## src/rtl/linear_sensor_emu.sv

```systemverilog
// Sensor-side emulator of a linear image sensor: times the ST integration window
// on SENSOR_CLK, then plays out a deterministic pixel stream followed by an EOC pulse.
module linear_sensor_emu #(
  parameter int NPIX      = 1024,
  parameter int START_DLY = 48,
  parameter int EOC_LEN   = 1,
  parameter int DW        = 12
) (
  input  logic          FPGA_CLK,
  input  logic          FPGA_RST,
  input  logic          SENSOR_CLK,
  input  logic          ST,
  output logic          EOC,
  output logic          PIX_VALID,
  output logic [10:0]   PIX_IDX,
  output logic [DW-1:0] PIX_DATA,
  output logic [20:0]   INTEG_CNT,
  output logic [15:0]   FRAME_CNT,
  output logic          BUSY,
  output logic          ERR,
  output logic [2:0]    dbg_state
);

  typedef enum logic [2:0] {S_IDLE, S_INTEG, S_DELAY, S_READ, S_EOCS} state_t;

  localparam int DLY_W = $clog2(START_DLY + 1);
  localparam int E_W   = $clog2(EOC_LEN + 1);
  localparam logic [20:0] INTEG_MAX = '1;

  // Reset asserts asynchronously but releases on a clock edge.
  logic [1:0] rst_sync_q;
  logic       rst_n;
  always_ff @(posedge FPGA_CLK or negedge FPGA_RST) begin
    if (!FPGA_RST) rst_sync_q <= 2'b00;
    else           rst_sync_q <= {rst_sync_q[0], 1'b1};
  end
  assign rst_n = rst_sync_q[1];

  logic sclk_meta_q, sclk_sync_q, sclk_prev_q, st_meta_q, st_sync_q;
  logic sclk_rise, st_s;
  always_ff @(posedge FPGA_CLK or negedge rst_n) begin
    if (!rst_n) begin
      sclk_meta_q <= 1'b0;
      sclk_sync_q <= 1'b0;
      sclk_prev_q <= 1'b0;
      st_meta_q   <= 1'b0;
      st_sync_q   <= 1'b0;
    end else begin
      sclk_meta_q <= SENSOR_CLK;
      sclk_sync_q <= sclk_meta_q;
      sclk_prev_q <= sclk_sync_q;
      st_meta_q   <= ST;
      st_sync_q   <= st_meta_q;
    end
  end
  assign sclk_rise = sclk_sync_q & ~sclk_prev_q;
  assign st_s      = st_sync_q;

  state_t           state_q, state_d;
  logic [20:0]      integ_q, integ_d, integ_cnt_q, integ_cnt_d;
  logic [DLY_W-1:0] dly_q, dly_d;
  logic [10:0]      pix_q, pix_d, pix_idx_q, pix_idx_d;
  logic [E_W-1:0]   e_q, e_d;
  logic [DW-1:0]    pix_data_q, pix_data_d;
  logic [15:0]      frame_cnt_q, frame_cnt_d;
  logic             st_last_q, st_last_d, eoc_q, eoc_d, pix_valid_q, pix_valid_d;
  logic             busy_q, busy_d, err_q, err_d;

  always_comb begin
    state_d     = state_q;
    integ_d     = integ_q;
    integ_cnt_d = integ_cnt_q;
    dly_d       = dly_q;
    pix_d       = pix_q;
    pix_idx_d   = pix_idx_q;
    e_d         = e_q;
    pix_data_d  = pix_data_q;
    frame_cnt_d = frame_cnt_q;
    st_last_d   = st_last_q;
    eoc_d       = eoc_q;
    pix_valid_d = 1'b0;
    err_d       = err_q;
    if (sclk_rise) begin
      st_last_d = st_s;
      case (state_q)
        S_IDLE: begin
          if (st_s) begin
            state_d = S_INTEG;
            integ_d = 21'd1;
          end
        end
        S_INTEG: begin
          if (st_s) begin
            if (integ_q != INTEG_MAX) integ_d = integ_q + 21'd1;
          end else begin
            integ_cnt_d = integ_q;
            dly_d       = DLY_W'(1);
            pix_d       = 11'd0;
            state_d     = (START_DLY == 1) ? S_READ : S_DELAY;
          end
        end
        S_DELAY: begin
          dly_d = dly_q + DLY_W'(1);
          if (dly_q == DLY_W'(START_DLY - 1)) begin
            state_d = S_READ;
            pix_d   = 11'd0;
          end
        end
        S_READ: begin
          pix_valid_d = 1'b1;
          pix_idx_d   = pix_q;
          pix_data_d  = DW'({frame_cnt_q[1:0], pix_q[9:0]});
          pix_d       = pix_q + 11'd1;
          if (pix_q == 11'(NPIX - 1)) begin
            state_d = S_EOCS;
            eoc_d   = 1'b1;
            e_d     = E_W'(1);
          end
        end
        S_EOCS: begin
          if (e_q == E_W'(EOC_LEN)) begin
            eoc_d       = 1'b0;
            frame_cnt_d = frame_cnt_q + 16'd1;
            state_d     = S_IDLE;
          end else begin
            e_d = e_q + E_W'(1);
          end
        end
        default: state_d = S_IDLE;
      endcase
      // A fresh ST pulse mid-frame is flagged but otherwise ignored.
      if (st_s && !st_last_q &&
          (state_q == S_DELAY || state_q == S_READ || state_q == S_EOCS))
        err_d = 1'b1;
    end
    busy_d = (state_d != S_IDLE);
  end

  always_ff @(posedge FPGA_CLK or negedge rst_n) begin
    if (!rst_n) begin
      state_q     <= S_IDLE;
      integ_q     <= '0;
      integ_cnt_q <= '0;
      dly_q       <= '0;
      pix_q       <= '0;
      pix_idx_q   <= '0;
      e_q         <= '0;
      pix_data_q  <= '0;
      frame_cnt_q <= '0;
      st_last_q   <= 1'b0;
      eoc_q       <= 1'b0;
      pix_valid_q <= 1'b0;
      busy_q      <= 1'b0;
      err_q       <= 1'b0;
    end else begin
      state_q     <= state_d;
      integ_q     <= integ_d;
      integ_cnt_q <= integ_cnt_d;
      dly_q       <= dly_d;
      pix_q       <= pix_d;
      pix_idx_q   <= pix_idx_d;
      e_q         <= e_d;
      pix_data_q  <= pix_data_d;
      frame_cnt_q <= frame_cnt_d;
      st_last_q   <= st_last_d;
      eoc_q       <= eoc_d;
      pix_valid_q <= pix_valid_d;
      busy_q      <= busy_d;
      err_q       <= err_d;
    end
  end

  assign EOC       = eoc_q;
  assign PIX_VALID = pix_valid_q;
  assign PIX_IDX   = pix_idx_q;
  assign PIX_DATA  = pix_data_q;
  assign INTEG_CNT = integ_cnt_q;
  assign FRAME_CNT = frame_cnt_q;
  assign BUSY      = busy_q;
  assign ERR       = err_q;
  assign dbg_state = state_q;

endmodule

```

## config.mk

```make
export PLATFORM = sky130hd
export DESIGN_NAME = linear_sensor_emu
export DESIGN_NICKNAME = d
export VERILOG_FILES = /design/src/rtl/linear_sensor_emu.sv
export SDC_FILE = /design/constraint.sdc
export NUM_CORES = 1
export LEC_CHECK = 0
export CAP_MARGIN = 20
export CORE_ASPECT_RATIO = 2
export CORE_MARGIN = 2
export CORE_UTILIZATION = 41
export CTS_BUF_LIST = sky130_fd_sc_hd__clkbuf_8
export DETAILED_ROUTE_END_ITERATION = 7
export HOLD_SLACK_MARGIN = 0.03
export PLACE_DENSITY_LB_ADDON = 0.2
export SYNTH_ARGS = -nofsm -noshare
export SYNTH_HDL_FRONTEND = slang
export SYNTH_SLANG_ARGS = --single-unit
```

## constraint.sdc

```tcl
create_clock -name FPGA_CLK -period 3.1 [get_ports FPGA_CLK]
set_input_delay 0.465 -clock FPGA_CLK [delete_from_list [all_inputs] [get_ports FPGA_CLK]]
set_output_delay 0.465 -clock FPGA_CLK [all_outputs]
set_load 0.01 [all_outputs]
```

### Word-level counts from Yosys, hierarchy flattened

Cells that the tools add are included.
W data, S select, Z words.

| storage, ports and cells | value |
|---|---|
| RAM bits | 0 |
| register bits after elaboration | 114 |
| memory bits (read-only) | 0 |
| memories | 0 |
| output and inout bits | 67 |
| latch bits | 0 |

| cells by class | value |
|---|---|
| multiply operators | 0 |
| multiplexer cells | 23 |
| divide/modulo/power cells | 0 |
| $lt $le $gt $ge | 0 |
| bitwise operators | 3 |
| add/sub/neg operators | 5 |
| equality and inequality tests | 14 |
| shift-type cells | 0 |
| reduce and logical (&&, ||, !) cells | 20 |

Operators with widths:

| operator | count |
|---|---|
| $mux W21 | 3 |
| $pmux W21 S2 | 1 |
| $pmux W11 S3 | 1 |
| $mux W11 | 2 |
| $add A21 B1 Y21 const B | 1 |
| $ne A21 B21 Y1 const B | 1 |
| $mux W3 | 6 |
| $add A16 B1 Y16 const B | 1 |
| $pmux W3 S5 | 1 |
| $ne A2 B2 Y1 const B | 7 |
| $pmux W6 S2 | 1 |
| $reduce_and A3 Y1 | 4 |
| $add A11 B1 Y11 const B | 1 |
| $eq A11 B10 Y1 const B | 1 |
| $reduce_and A4 Y1 | 2 |
| $add A6 B1 Y6 const B | 1 |
| $eq A3 B2 Y1 const B | 2 |
| $eq A6 B6 Y1 const B | 1 |
| $mux W6 | 1 |
| $reduce_bool A2 Y1 | 3 |
| $reduce_bool A3 Y1 | 2 |
| $mux W1 | 5 |
| $reduce_and A5 Y1 | 1 |
| $pmux W1 S2 | 2 |
| other kinds (10) | 14 |

### Logic depth before layout (Yosys ltp)

| logic depth | value |
|---|---|
| word-level depth | 5 |
| gate-level depth with buffers | 8 |
| depth with buffers taken out | 6 |

### Least setup slack after synthesis

OpenSTA, ideal clock, no wires.

| timing path | value |
|---|---|
| path type | register to register |
| start point | register state_q[1], in the netlist dbg_state[1] |
| end point | register integ_q[4] |
| stages on the path, launching flop included | 8 |
| library setup time | 0.110 ns |
| data arrival time | 1.898 ns |
| slack | 1.092 ns |
| path buffers | 2 |
| data required time | 2.990 ns |
| period minus slack after synthesis | 2.008 ns |
| cell sequence | dfrtp_1 > buf_2 > nand4bb_1 > or4_1 > o211ai_2 > buf_6 > o221ai_1 > o41ai_1 |

| on the way | value |
|---|---|
| longest elaborated chain between the ends | 3 |

RTL lines:

| what | line | text |
|---|---|---|
| start, declared | 59 | `state_t state_q, state_d;` |
| start signal, assigned | 156 | `state_q <= state_d;` |
| $eq A3 B1 Y1 or $logic_not A3 Y1 (tied branches) | 85 | `case (state_q)` |
| $ne A2 B2 Y1 (no source line) or $reduce_bool A2 Y1 (tied branches) | -- |  |
| $reduce_and A5 Y1 (no source line) | -- |  |
| end signal, assigned | 157 | `integ_q <= integ_d;` |
| end, declared | 60 | `logic [20:0] integ_q, integ_d, integ_cnt_q, integ_cnt_d;` |

Several ways; a longest one is shown, not always the timed one.
A chain may end at the register's enable or synchronous reset.

### Worst setup path in the final report

| timing path | value |
|---|---|
| start point | register state_q[0], in the netlist dbg_state[0] |
| end point | register integ_q[4] |

Same word-level chain as after synthesis.

==> impl_metrics.py <==
metrics = {
    "final_layout": {
        "finish.utilization_pct": 51.0,
        "layout-drive-gt1-share_pct": 10.4,
        "fin_area_um2": 5790,
        "syn2layout_area_growth_pct": 21.5,
        "multi_input_area_um2": 1960,
        "seqCellArea_um2": 2610,
        "diodes": 0,
        "nNetsFinal": 533,
        "fillers": 1089,
    },
    "sta": {
        "worstMarginPinSlew_ns": 0.630,
        "slew_viol_final": 0,
        "rsz0062_at_grt": "false",
        "slew_headroom_pct": 57.9,
        "setup_ws_ns": 0.693,
        "hold_viol_final": 0,
        "setup_violations": 0,
        "fmax_mhz": 415,
        "clock_skew_ns": 0.0143,
        "finalCritPeriodShare_pct": 77.7,
        "tns_ns": 0,
        "fin_crit_ns": 2.41,
    },
    "route": {
        "drc_errors": 0,
        "drtIter0Drc": 161,
        "routed_wl_um": 10600,
        "vias_per_cell": 5.41,
        "vias": 3633,
        "ant_nets": 0,
        "wl_per_cell_um": 15.8,
        "drt-pass1-iter-count": 4,
    },
    "yosys": {
        "yosysUniqueCellTypes": 56,
        "synth_flop_cell": "dfrtp_1",
        "synth_top_area_share_pct": 54.6,
        "syn-cell-area_um2": 4760,
        "syn-mean-instance-area_um2": 10.3,
        "ys_seq_elements": 104,
        "yosysTopAreaCell": "dfrtp_1",
        "synth_edf_count": 0,
        "async_flop_share_pct": 100,
        "synthCells": 463,
        "ys_top_cells_by_area": "dfrtp_1, nand2_1, mux2_2, o21ai_0, nand3_1",
        "yosysWarningCount": 0,
        "ys_seq_area_share_pct": 54.6,
        "synth_fp_nets": 471,
    },
    "job": {
        "cap_violations": 0,
    },
    "critical_path": {
        "worstSetupPathType": "reg -> reg",
        "rr_endpoint": "integ_q[4]",
        "reg2reg_slack_ns": 0.69,
        "cp.required_ns": 3.35,
        "path_max_fanout": 16,
        "cp-start-kind": "register",
        "r2r_cells": 5,
        "arrival_ns": 2.66,
        "timing.rr.start": "dbg_state[0]",
        "cp-end-kind": "register",
    },
    "cts": {
        "clk-insertion-delay-late_ns": 0.37,
        "cts-resized-gates": 0,
        "post-cts-setup-buffers": 0,
        "clk_transition_reported_paths_ns": 0.10,
        "cts_inserted_buffers": 9,
        "clkSinkCount": 104,
        "clock_path_buffers": 2,
        "cts_tree": "done",
        "hold_buffers": 0,
        "cts-root-buf": "clkbuf_8",
        "cts-htree-levels": 3,
    },
    "placed_design": {
        "hpwl_um": 7610,
        "globalplace.congestion": 0.940,
        "place_ws_ns": 0.749,
        "place_area_um2": 5550,
        "port_buffers": 70,
    },
    "floorplanning": {
        "die_area_um2": 12500,
        "initial_core_util_pct": 42.0,
        "die_x_um": 80.2,
        "std_cell_rows": 55,
        "chipHeight_um": 156,
        "ioPinCount": 71,
        "coreArea_um2": 11400,
    },
    "pwr": {
        "combinationalPowerShare_pct": 18.7,
        "p_leak_uw": 0.00257,
        "switching_share_pct": 30.2,
        "clockPowerShare_pct": 28.4,
        "power_frac_seq_pct": 52.8,
        "p_int_uw": 2130,
        "power_density_nw_per_um2": 527,
        "peakVddDrop_mv": 0.271,
        "p_switching_uw": 920,
    },
    "global_route": {
        "grt-ovfl-total": 0,
        "antenna_found_initial": 0,
        "grt_pass1_vias": 3627,
        "grt_use_total_pct": 18.1,
        "grt_max_degree": 85,
        "grt_pass1_wl_um": 17700,
    },
    "min_path": {
        "hold_path.class": "reg -> async",
    },
    "run_status": {
        "outcome": "complete, no violations",
    },
}
[state kept, by name (all words and copies together), names as in the netlist]
name         flops
pix_q           11
e_q              1
rst_sync_q       2
st_meta_q        1
INTEG_CNT       21
dbg_state        3
PIX_DATA         2
integ_q         21
st_s             1
sclk_meta_q      1
ERR              1
PIX_VALID        1
FRAME_CNT       16
st_last_q        1
sclk_sync_q      1
PIX_IDX         11
EOC              1
BUSY             1
sclk_prev_q      1
dly_q            6
[Yosys cell counts (all sizes together) (12+ instances only)]
cell type,number
o21ai,29
nand4,15
nor3,12
clkbuf,12
nor2,22
dfrtp,104
buf,17
or4,12
xnor2,12
nand2,85
o211ai,12
mux2,21
nand3,24
[logic make-up after synthesis]
kind of cell	Yosys count	share of synthesized area (%)
flops	104	54.6
buf+inv	39	4.12
compound gates	69	9.48
other cells	1	0.0787
mux	22	5.17
fa+ha+maj	4	1.05
xor+xnor	22	4.05
simple gates	202	21.4
[layer usage]
layer / global-route usage (%) / vias up / wire, um
met5: 0 / - / 0
met4: 7.67 / 0 / 237
met3: 3.29 / 17 / 264
met2: 32.4 / 77 / 5940
met1: 20.7 / 1783 / 4200
li1: - / 1756 / -
[critical path, cell delays in order, from the launching register on]
cell	delay (ns)
dfrtp_1	0.62
nand4bb_1	0.19
or4_1	0.60
o211ai_2	0.56
o221ai_1	0.23
o41ai_1	0.10
[worst max path at each step]
stage / start / to / slack [ns] / cells past startpoint
after floorplan: dbg_state[1] / integ_q[4] / 1.09 / 7
after global placement: integ_q[0] / integ_q[4] / 0.84 / 6
after detailed placement: integ_q[0] / integ_q[4] / 0.75 / 6
after CTS: integ_q[0] / integ_q[4] / 0.71 / 6
after global routing: integ_q[0] / integ_q[4] / 0.54 / 6
final: dbg_state[0] / integ_q[4] / 0.69 / 5
[cell usage in the layout, fill, tap and decap left out, types with 11 or more instances in the layout]
master	count
dfrtp_1	103
nand2_1	85
clkdlybuf4s50_1	70
o21ai_0	27
nand3_1	24
nor2_1	22
mux2_2	20
nand4_1	15
xnor2_1	12
nor3_1	11
o211ai_1	11
[per-stage QoR]
step           hold slack (ns)  cells  total power (uW)
2_1_floorplan            0.169    463              1960
3_3_place_gp             0.337    655              2190
3_5_place_dp             0.337    655              2210
4_1_cts                  0.230    671              3090
5_1_grt                  0.232    672              3230
6_report                 0.206    672              3050
[power groups by stage]
stage / Sequential (uW) / Combinational, uW / Clock, uW
floorplan: 1610 / 344 / 0
global placement: 1650 / 546 / 0
detailed placement: 1650 / 557 / 0
CTS: 1630 / 560 / 900
global route: 1630 / 638 / 956
finish: 1610 / 571 / 866
[area by class of cell]
type / count / area share [%]
Sequential cell: 104 / 45.0
Multi-Input combinational cell: 320 / 33.9
Timing Repair Buffer: 80 / 13.8
Tap cell: 142 / 3.07
Clock buffer: 10 / 2.38
Clock inverter: 6 / 1.17
Inverter: 10 / 0.649
(Power assumes the default switching activity.)
